File: config.mk
export PLATFORM = sky130hd
export DESIGN_NAME = traffic_phase_scheduler
export DESIGN_NICKNAME = d
export VERILOG_FILES = /design/src/rtl/traffic_phase_scheduler.sv
export SDC_FILE = /design/constraint.sdc
export NUM_CORES = 1
export LEC_CHECK = 0
export CAP_MARGIN = 20
export CORE_MARGIN = 10
export CORE_UTILIZATION = 42
export CTS_CLUSTER_SIZE = 8
export DETAILED_ROUTE_END_ITERATION = 6
export PLACE_DENSITY = 0.64
export SLEW_MARGIN = 15
export SYNTH_ARGS = -nofsm -noshare
export SYNTH_HDL_FRONTEND = slang
export SYNTH_SLANG_ARGS = --single-unit
File: constraint.sdc
create_clock -name clk_50M -period 2.32 [get_ports clk_50M]
set_input_delay 0.464 -clock clk_50M [delete_from_list [all_inputs] [get_ports clk_50M]]
set_output_delay 0.464 -clock clk_50M [all_outputs]
set_load 0.02 [all_outputs]
File: src/rtl/traffic_phase_scheduler.sv
// rtl/traffic_phase_scheduler.sv - two-road phase sequencer with shared countdown, demand routing and all-red override
module traffic_phase_scheduler #(
  parameter int TICK_DIV = 50_000_000,
  parameter int T_GO     = 27,
  parameter int T_LT     = 17,
  parameter int T_Y      = 3
) (
  input  logic       clk_50M,
  input  logic       reset_btn,
  input  logic [1:0] AS,
  input  logic [1:0] BS,
  input  logic       emergency,
  output logic       AG,
  output logic       AGL,
  output logic       AY,
  output logic       AR,
  output logic       BG,
  output logic       BGL,
  output logic       BY,
  output logic       BR,
  output logic [3:0] phase,
  output logic [7:0] phase_cnt,
  output logic       tick
);

  typedef enum logic [3:0] {
    A_GO    = 4'd0,
    A_Y     = 4'd1,
    A_LT    = 4'd2,
    A_LY    = 4'd3,
    B_GO    = 4'd4,
    B_Y     = 4'd5,
    B_LT    = 4'd6,
    B_LY    = 4'd7,
    ALL_RED = 4'd8
  } phase_e;

  localparam int              DIV_W    = (TICK_DIV > 1) ? $clog2(TICK_DIV) : 1;
  localparam logic [DIV_W-1:0] DIV_LAST = DIV_W'(TICK_DIV - 1);
  localparam logic [7:0]       D_GO     = 8'(T_GO);
  localparam logic [7:0]       D_LT     = 8'(T_LT);
  localparam logic [7:0]       D_Y      = 8'(T_Y);

  // Lamp vector order: {AG, AGL, AY, AR, BG, BGL, BY, BR}
  function automatic logic [7:0] lamp_of(input phase_e s);
    case (s)
      A_GO:       lamp_of = 8'b1000_0001;
      A_LT:       lamp_of = 8'b0100_0001;
      A_Y, A_LY:  lamp_of = 8'b0010_0001;
      B_GO:       lamp_of = 8'b0001_1000;
      B_LT:       lamp_of = 8'b0001_0100;
      B_Y, B_LY:  lamp_of = 8'b0001_0010;
      default:    lamp_of = 8'b0001_0001;
    endcase
  endfunction

  // Seconds loaded into the countdown when a phase is entered
  function automatic logic [7:0] dur_of(input phase_e s);
    case (s)
      A_GO, B_GO:             dur_of = D_GO;
      A_LT, B_LT:             dur_of = D_LT;
      A_Y, A_LY, B_Y, B_LY:   dur_of = D_Y;
      default:                dur_of = 8'd0;
    endcase
  endfunction

  // Successor of a phase; only consulted when a transition is due.
  // Yellow phases divert to ALL_RED if emergency is present at expiry.
  function automatic phase_e next_of(input phase_e s, input logic emg,
                                     input logic da, input logic db);
    case (s)
      A_GO:    next_of = A_Y;
      A_Y:     next_of = emg ? ALL_RED : A_LT;
      A_LT:    next_of = A_LY;
      A_LY:    next_of = emg ? ALL_RED : (db ? B_GO : A_GO);
      B_GO:    next_of = B_Y;
      B_Y:     next_of = emg ? ALL_RED : B_LT;
      B_LT:    next_of = B_LY;
      B_LY:    next_of = emg ? ALL_RED : ((da || !db) ? A_GO : B_GO);
      default: next_of = A_GO;
    endcase
  endfunction

  logic [DIV_W-1:0] div_cnt;
  logic [DIV_W-1:0] div_nxt;
  logic [1:0]       as_meta;
  logic [1:0]       as_sync;
  logic [1:0]       bs_meta;
  logic [1:0]       bs_sync;
  logic             emg_meta;
  logic             emg_s;
  logic             dem_a;
  logic             dem_b;
  phase_e           state;
  phase_e           state_nxt;
  logic [7:0]       lamps;
  logic             expire;
  logic             is_run;
  logic             load_en;
  logic             enter_a_go;
  logic             enter_b_go;

  assign div_nxt = (div_cnt == DIV_LAST) ? '0 : div_cnt + DIV_W'(1);

  // Free-running 1-second divider; the strobe is registered so it is high while the count sits at its last value
  always_ff @(posedge clk_50M) begin
    if (reset_btn) begin
      div_cnt <= '0;
      tick    <= 1'b0;
    end else begin
      div_cnt <= div_nxt;
      tick    <= (div_nxt == DIV_LAST);
    end
  end

  // Two-flop synchronisers for the asynchronous sensors and emergency request
  always_ff @(posedge clk_50M) begin
    if (reset_btn) begin
      as_meta  <= 2'b00;
      as_sync  <= 2'b00;
      bs_meta  <= 2'b00;
      bs_sync  <= 2'b00;
      emg_meta <= 1'b0;
      emg_s    <= 1'b0;
    end else begin
      as_meta  <= AS;
      as_sync  <= as_meta;
      bs_meta  <= BS;
      bs_sync  <= bs_meta;
      emg_meta <= emergency;
      emg_s    <= emg_meta;
    end
  end

  assign expire     = tick && (phase_cnt == 8'd1);
  assign is_run     = (state == A_GO) || (state == A_LT) || (state == B_GO) || (state == B_LT);
  assign load_en    = (state == ALL_RED) ? !emg_s : (expire || (is_run && emg_s));
  assign state_nxt  = next_of(state, emg_s, dem_a, dem_b);
  assign enter_a_go = load_en && (state_nxt == A_GO);
  assign enter_b_go = load_en && (state_nxt == B_GO);

  // Latched demand: served road's flag clears on entry to its GO, but a live sensor keeps it set
  always_ff @(posedge clk_50M) begin
    if (reset_btn) begin
      dem_a <= 1'b0;
      dem_b <= 1'b0;
    end else begin
      dem_a <= (|as_sync) || (dem_a && !enter_a_go);
      dem_b <= (|bs_sync) || (dem_b && !enter_b_go);
    end
  end

  // Phase FSM: state, countdown and lamps all change on the same edge
  always_ff @(posedge clk_50M) begin
    if (reset_btn) begin
      state     <= A_GO;
      phase_cnt <= D_GO;
      lamps     <= lamp_of(A_GO);
    end else if (load_en) begin
      state     <= state_nxt;
      phase_cnt <= dur_of(state_nxt);
      lamps     <= lamp_of(state_nxt);
    end else if (tick && (state != ALL_RED)) begin
      phase_cnt <= phase_cnt - 8'd1;
    end
  end

  assign phase = state;
  assign {AG, AGL, AY, AR, BG, BGL, BY, BR} = lamps;

endmodule

==> summary.txt, run 1 <==
Routing
  – Initial DRT Pass Iterations: 4
  – WL/cell: 13.7 um
  – Via count: 2,275
  – Antenna viol nets, final: 0
  – Wire length after detailed routing: 5.88 mm
  – Detailed-route DRC error count: 0
  – Violation count after the first detailed-routing iteration: 124
  – Via/cell ratio: 5.29

Logic synthesis
  – Number of warning messages in the yosys log: 0
  – Fraction of the yosys area taken by sequential cells: 0.434
  – Top cells by area, synth: dfxtp_1, nor2_1, xor2_1, xnor2_1, nand3_1
  – Number of cells produced by synthesis: between 300 and 400
  – Main combinational cell family by area after synthesis: simple AND/OR/NAND/NOR gates
  – Multiplexer area fraction after synthesis: 0.00368
  – Number of distinct library cell variants in the gate-level netlist after synthesis: 51
  – Xor-xnor portion of the synthesized cell area: 0.0933
  – Fraction of the mapped netlist area in simple logic gates: 0.329
  – Synth Area in Compound Gates: 0.0956
  – Area share of the leading cell type in the synthesized netlist: 0.434
  – Number of enable flip-flop cells after synthesis: 0
  – Netlist Area Pre-Place: 2720 um^2
  – Syn_nets: 324
  – Prevailing post-synth register cell: dfxtp_1
  – Area share of fa/ha/maj cells after synthesis: 0.0138
  – Share of synthesized flip-flops with an asynchronous set or reset: 0
  – Leading area contributor after synthesis: dfxtp_1
  – Number of storage elements in the synthesis netlist: 59
  – Avg Inst Size Synth: 8.67 um^2

Pwr
  – Combinational power share: 0.049
  – Share of power burned in registers: 0.475
  – Pwr dens: 664 nW/um^2
  – Switching Power: 0.516 mW
  – Share of total power consumed by net switching: 0.233
  – Internal power of the cells: 1.70 mW
  – Leakage power total: approximately 1.2 nW
  – Relative contribution of the clock network to total power: 0.476
  – Max rail drop VDD: 634 uV

STA
  – Peak Freq: around 470 MHz
  – Total count of max-transition violations in the final report: 0
  – Fin Setup TNS: 0 ns
  – Final setup slack of the worst path: 0.187 ns
  – Final critical delay including setup and external delays: ~2.1 ns
  – Final setup violating endpoints: 0
  – Pin slew with the least headroom to its limit: just under 0.7 ns
  – Setup repair after global routing missed its margin: no
  – Fin. Hold Viols: 0
  – Slew HR: 0.545
  – Worst Skew: 0.0112 ns
  – Period Utilization, post-route: 0.920

Floorplan
  – Row count: 29
  – Initial core utilization: 0.431
  – Std-Cell Core Area: ~6300 um^2
  – Chip Width: around 100 um
  – DIE AREA: 10,100 um^2
  – I/O pin total: 28
  – Vertical die dimension: around 100 um

Cells and area
  – FILL cells: 621
  – Number of antenna diodes: 0
  – Utilization after layout: 0.528
  – Area growth from synthesis to layout: 22.5%
  – Area used by multi-input combinational logic: 1460 um^2
  – Fraction of final layout cells sized beyond drive strength 1: 0.0963
  – Total number of nets in the final design: 358
  – Area taken by flip-flops and latches: about 1200 um^2

Setup path
  – Crit path arrival time: 1.67 ns
  – Type of element launching the critical path: flop
  – Worst-path fanout max: 10
  – Required time at the endpoint of the critical path: roughly 1.9 ns
  – Critical path's slowest cell: clkdlybuf4s50_1
  – Kind of end point of the critical path: output pin
  – Maximum cell stage delay along the critical path: 0.61 ns
  – Class of the most critical setup path: flop to output pin
  – Timing startpoint of the critical path: phase[3]$_SDFFE_PP0N_
  – Cell chain of the critical path: buf_4 -> clkdlybuf4s50_1
  – FF-to-FF Start: div_cnt[0]$_SDFF_PP0_

Global routing
  – Global routing usage summed across all routing layers: 0.123
  – Largest net degree at the start of global routing: 33
  – First-pass GRT wire length: 10.2 mm
  – Initial antenna violation count: 0
  – Total grt overflow: 0
  – Vias in the first global route: 2,176

Clocking
  – CTS root buffer: clkbuf_8
  – TritonCTS buffer count: 9
  – CTS H-tree depth: 3
  – Maximum count of clock buffers along a single path: 2
  – Source-to-sink clock delay at the later pin of the worst-skew pair: 0.34 ns
  – Clock-pin slew on the worst setup and hold paths: 0.07 ns
  – TritonCTS Sinks: 59
  – Clock tree from TritonCTS: built
  – CTS Hold Buffers Added: 0
  – Quantity of gates resized following cts: 0
  – Number of setup buffers added after CTS: 0

Place
  – HPWL after DPL: 4.32 mm
  – Final weighted congestion of routability-driven global placement: 0.903
  – Count of port buffers added during placement: 27
  – Worst-case setup slack after placement: approximately 0.25 ns

Job
  – Maximum Capacitance Violations: 0

Status
  – Result of the run: finished clean

Min path
  – Hold path startpoint: as_meta[0]$_SDFF_PP0_
  – Worst hold-check path type: flop to flop
path summary, 6_finish.rpt:
| path | end | slack [ns] | cells past startpoint |
|---|---|---|---|
| worst max-delay path | phase[3] | 0.19 | 2 |
| worst min register to register | as_sync[0]$_SDFF_PP0_ | 0.43 | 1 |
| worst max register to register | tick$_SDFF_PP0_ | 0.22 | 7 |
| worst min-delay path | as_sync[0]$_SDFF_PP0_ | 0.43 | 1 |
layer usage:
layer | part of all wire | global-route usage
met2 | 0.49 | 0.210
met1 | 0.45 | 0.136
met3 | 0.052 | 0.0480
met5 | 0 | 0
met4 | 0.0090 | 0.0402
area by class of cell:
class,count,area share
Clock buffer,9,0.0371
Clock inverter,7,0.0300
Inverter,7,0.00788
Multi-Input combinational cell,235,0.437
Sequential cell,59,0.354
Tap cell,77,0.0289
Timing Repair Buffer,36,0.105
Yosys cell counts, types with 2 or more instances:
master,instances
nand3_1,20
a2111oi_0,3
nand3b_1,4
nor3b_1,5
nand4_1,6
o31ai_1,3
a21oi_1,13
a211oi_1,3
inv_1,7
or3_1,4
nor4_4,2
nor3_1,4
nor2b_1,15
nand2b_1,5
xnor2_1,13
o21bai_1,2
o21ai_0,7
and3_1,4
nor2_1,51
a21o_1,2
nor4b_1,2
dfxtp_1,59
a31oi_1,2
xor2_1,16
ha_1,3
nand2_1,20
clkbuf_1,6
nor4_1,5
buf_2,6
placed cells by master, fill, tap and decap left out, types with 2 or more instances in the layout:
cell type / n
dfxtp_1: 59
nor2_1: 51
clkdlybuf4s50_1: 27
nand3_1: 20
nand2_1: 20
xor2_1: 16
nor2b_1: 15
xnor2_1: 13
a21oi_1: 13
clkbuf_8: 9
buf_4: 8
inv_1: 7
o21ai_0: 7
nand4_1: 6
nor3b_1: 5
nand2b_1: 5
nor4_1: 5
nor3_1: 4
and3_1: 4
or3_1: 4
nand3b_1: 4
a2111oi_0: 3
a211oi_1: 3
o31ai_1: 3
ha_1: 3
o21bai_1: 2
a21o_1: 2
nor4b_1: 2
nor4_4: 2
a31oi_1: 2
bufinv_16: 2
clkinv_4: 2
inv_6: 2
kinds of logic (layout without fill, tap and decap cells):
family	after synthesis	count (layout)
AND/OR/NAND/NOR	161	161
flip-flops	59	59
AO/OA/AOI/OAI	41	41
XOR/XNOR	29	29
buffers and inverters	20	59
adder cells (fa/ha/maj)	3	3
multiplexers	1	1
registers in the layout, indices dropped and copies added, names as in the netlist:
| register | flops |
|---|---|
| tick | 1 |
| bs_meta | 2 |
| lamps | 8 |
| phase_cnt | 8 |
| as_meta | 2 |
| phase | 4 |
| emg_s | 1 |
| dem_a | 1 |
| emg_meta | 1 |
| as_sync | 2 |
| dem_b | 1 |
| div_cnt | 26 |
| bs_sync | 2 |
metrics by stage:
stage | power, mW | hold WS, ns | cells | instance area (um^2)
6_report | 2.22 | 0.430 | 430 | 3330
5_1_grt | 2.30 | 0.452 | 430 | 3330
4_1_cts | 2.24 | 0.435 | 430 | 3330
3_5_place_dp | 1.19 | 0.425 | 414 | 3110
3_3_place_gp | 1.18 | 0.423 | 414 | 3110
2_1_floorplan | 1.14 | 0.414 | 314 | 2720
worst max-delay path, delay by kind of cell (launching register included):
kind                   cells  cell delay, ns
buffers and inverters      2            0.83
flip-flops                 1            0.52
power groups by stage:
| stage | Combinational, mW | Clock (mW) | Sequential (mW) |
|---|---|---|---|
| 2_1_floorplan | 0.0581 | 0 | 1.08 |
| 3_3_place_gp | 0.109 | 0 | 1.07 |
| 3_5_place_dp | 0.110 | 0 | 1.07 |
| 4_1_cts | 0.111 | 1.08 | 1.05 |
| 5_1_grt | 0.123 | 1.12 | 1.05 |
| 6_report | 0.109 | 1.05 | 1.05 |
Note: power is estimated with default switching activity, not from simulation.
==> run 2, diff against run 1 <==
--- a/config.mk
+++ b/config.mk
@@ -6,7 +6,7 @@
 export NUM_CORES = 1
 export LEC_CHECK = 0
 export CAP_MARGIN = 20
-export CORE_MARGIN = 10
+export CORE_MARGIN = 2
 export CORE_UTILIZATION = 42
 export CTS_CLUSTER_SIZE = 8
 export DETAILED_ROUTE_END_ITERATION = 6
==> summary.txt, run 2 (synthesis gave the netlist of run 1 again) <==
Place
  – DP Area: 3100 um^2
  – HPWL after DPL: 4.15 mm
  – Number of placed cells counting well taps: 413
  – Count of port buffers added during placement: 27
  – Final weighted congestion of routability-driven global placement: 0.910

Floorplan
  – Std-Cell Core Area: around 6300 um^2
  – I/O pin total: 28
  – Initial core utilization: 0.431
  – Chip Width: 84.5 um
  – Row count: 29
  – DIE AREA: slightly above 7000 um^2
  – Vertical die dimension: 84.5 um

Global routing
  – First-pass GRT wire length: 10.3 mm
  – Initial antenna violation count: 0
  – Largest net degree at the start of global routing: 33
  – Global routing usage summed across all routing layers: 0.179
  – Vias in the first global route: 2,212
  – Total grt overflow: 0

STA
  – Total count of max-transition violations in the final report: 0
  – Final setup violating endpoints: 0
  – Period Utilization, post-route: 0.901
  – Final critical delay including setup and external delays: ~2.1 ns
  – Worst Skew: 0.00989 ns
  – Peak Freq: 478 MHz
  – Fin Setup TNS: 0 ns
  – Fin. Hold Viols: 0
  – Pin slew with the least headroom to its limit: 0.648 ns
  – Slew HR: 0.565
  – Setup repair after global routing missed its margin: no
  – Final hold slack: between 0.4 and 0.5 ns

Clocking
  – Number of setup buffers added after CTS: 0
  – CTS H-tree depth: 3
  – CTS root buffer: clkbuf_8
  – TritonCTS buffer count: 9
  – Source-to-sink clock delay at the later pin of the worst-skew pair: 0.34 ns
  – Clock-pin slew on the worst setup and hold paths: 0.07 ns
  – Quantity of gates resized following cts: 0
  – TritonCTS Sinks: 59
  – Maximum count of clock buffers along a single path: 2
  – CTS Hold Buffers Added: 0
  – Clock tree from TritonCTS: built

Routing
  – Via/cell ratio: about 5.2
  – Wire length after detailed routing: 5.80 mm
  – Antenna viol nets, final: 0
  – Via count: 2,248
  – Violation count after the first detailed-routing iteration: 77
  – Detailed-route DRC error count: 0
  – WL/cell: approximately 14 um
  – Initial DRT Pass Iterations: 4

Setup path
  – Crit path arrival time: 2.37 ns
  – Required time at the endpoint of the critical path: 2.60 ns
  – Type of element launching the critical path: flop
  – Kind of end point of the critical path: flop
  – Class of the most critical setup path: flop to flop
  – FF-to-FF setup slack: 0.23 ns
  – Worst-path fanout max: 6

Cells and area
  – Registers with the most flip-flops: div_cnt (26), lamps (8), phase_cnt (8)
  – Number of flip-flops in the largest register: 26
  – Most common cell after layout, fill and taps aside: dfxtp_1
  – Total number of nets in the final design: 357
  – Number of antenna diodes: 0
  – Number of standard cells in the layout, taps in and fillers out: 429
  – Area growth from synthesis to layout: 21.4%
  – Register ranked first by flip-flop count: div_cnt
  – Most frequent cells in the layout: dfxtp_1, nor2_1, clkdlybuf4s50_1
  – FILL cells: ~610
  – Final instance area: 3300 um^2
  – Fraction of final layout cells sized beyond drive strength 1: 0.0938

Pwr
  – Pwr dens: 636 nW/um^2
  – Leakage power total: 1.19 nW
  – Total power draw: 2.10 mW
  – Max rail drop VDD: 356 uV

Status
  – Result of the run: finished clean

Job
  – Maximum Capacitance Violations: 0

Min path
  – Worst hold-check path type: flop to flop
run 2: layout make-up:
cell class / count / area (um^2) / share of cell area
multi-input cells: 235 / 1460 / 0.441
flip-flops and latches: 59 / 1180 / 0.358
repair buffers: 35 / 343 / 0.104
clock buffers: 9 / 124 / 0.0375
well taps: 77 / 96.3 / 0.0292
clock inverters: 7 / 76.3 / 0.0231
inverters: 7 / 26.3 / 0.00795
run 2: metal layers:
metal,share of wire,wire length [um],GRT usage
met3,0.034,200,0.0413
met5,0,0,0
met1,0.48,2780,0.229
met2,0.46,2690,0.288
met4,0.023,131,0.0837
run 2: power breakdown:
group | switching, mW | internal, mW
Sequential | 0.0182 | 1.03
Combinational | 0.0565 | 0.0505
Clock | 0.440 | 0.500
run 2: path summary, 6_finish.rpt:
path                                       startpoint                     to  cells after the start
worst min-delay path            bs_meta[1]$_SDFF_PP0_  bs_sync[1]$_SDFF_PP0_                      1
worst max register to register  div_cnt[0]$_SDFF_PP0_        tick$_SDFF_PP0_                      7
worst min register to register  bs_meta[1]$_SDFF_PP0_  bs_sync[1]$_SDFF_PP0_                      1
worst max-delay path            div_cnt[0]$_SDFF_PP0_        tick$_SDFF_PP0_                      7
run 2: critical path, stage by stage, from the launching register on:
cell and delay, ns:
dfxtp_1 0.39, ha_1 0.27, nand4_2 0.18, nor4_4 0.42, nand4_1 0.16, xor2_1 0.17
nor4_1 0.25, and4_1 0.20
run 2: stage by stage:
stage               setup slack [ns]   util
floorplan                      0.400      -
global placement               0.304  0.491
detailed placement             0.219  0.491
CTS                            0.208  0.523
global route                  0.0190  0.523
finish                         0.229  0.523
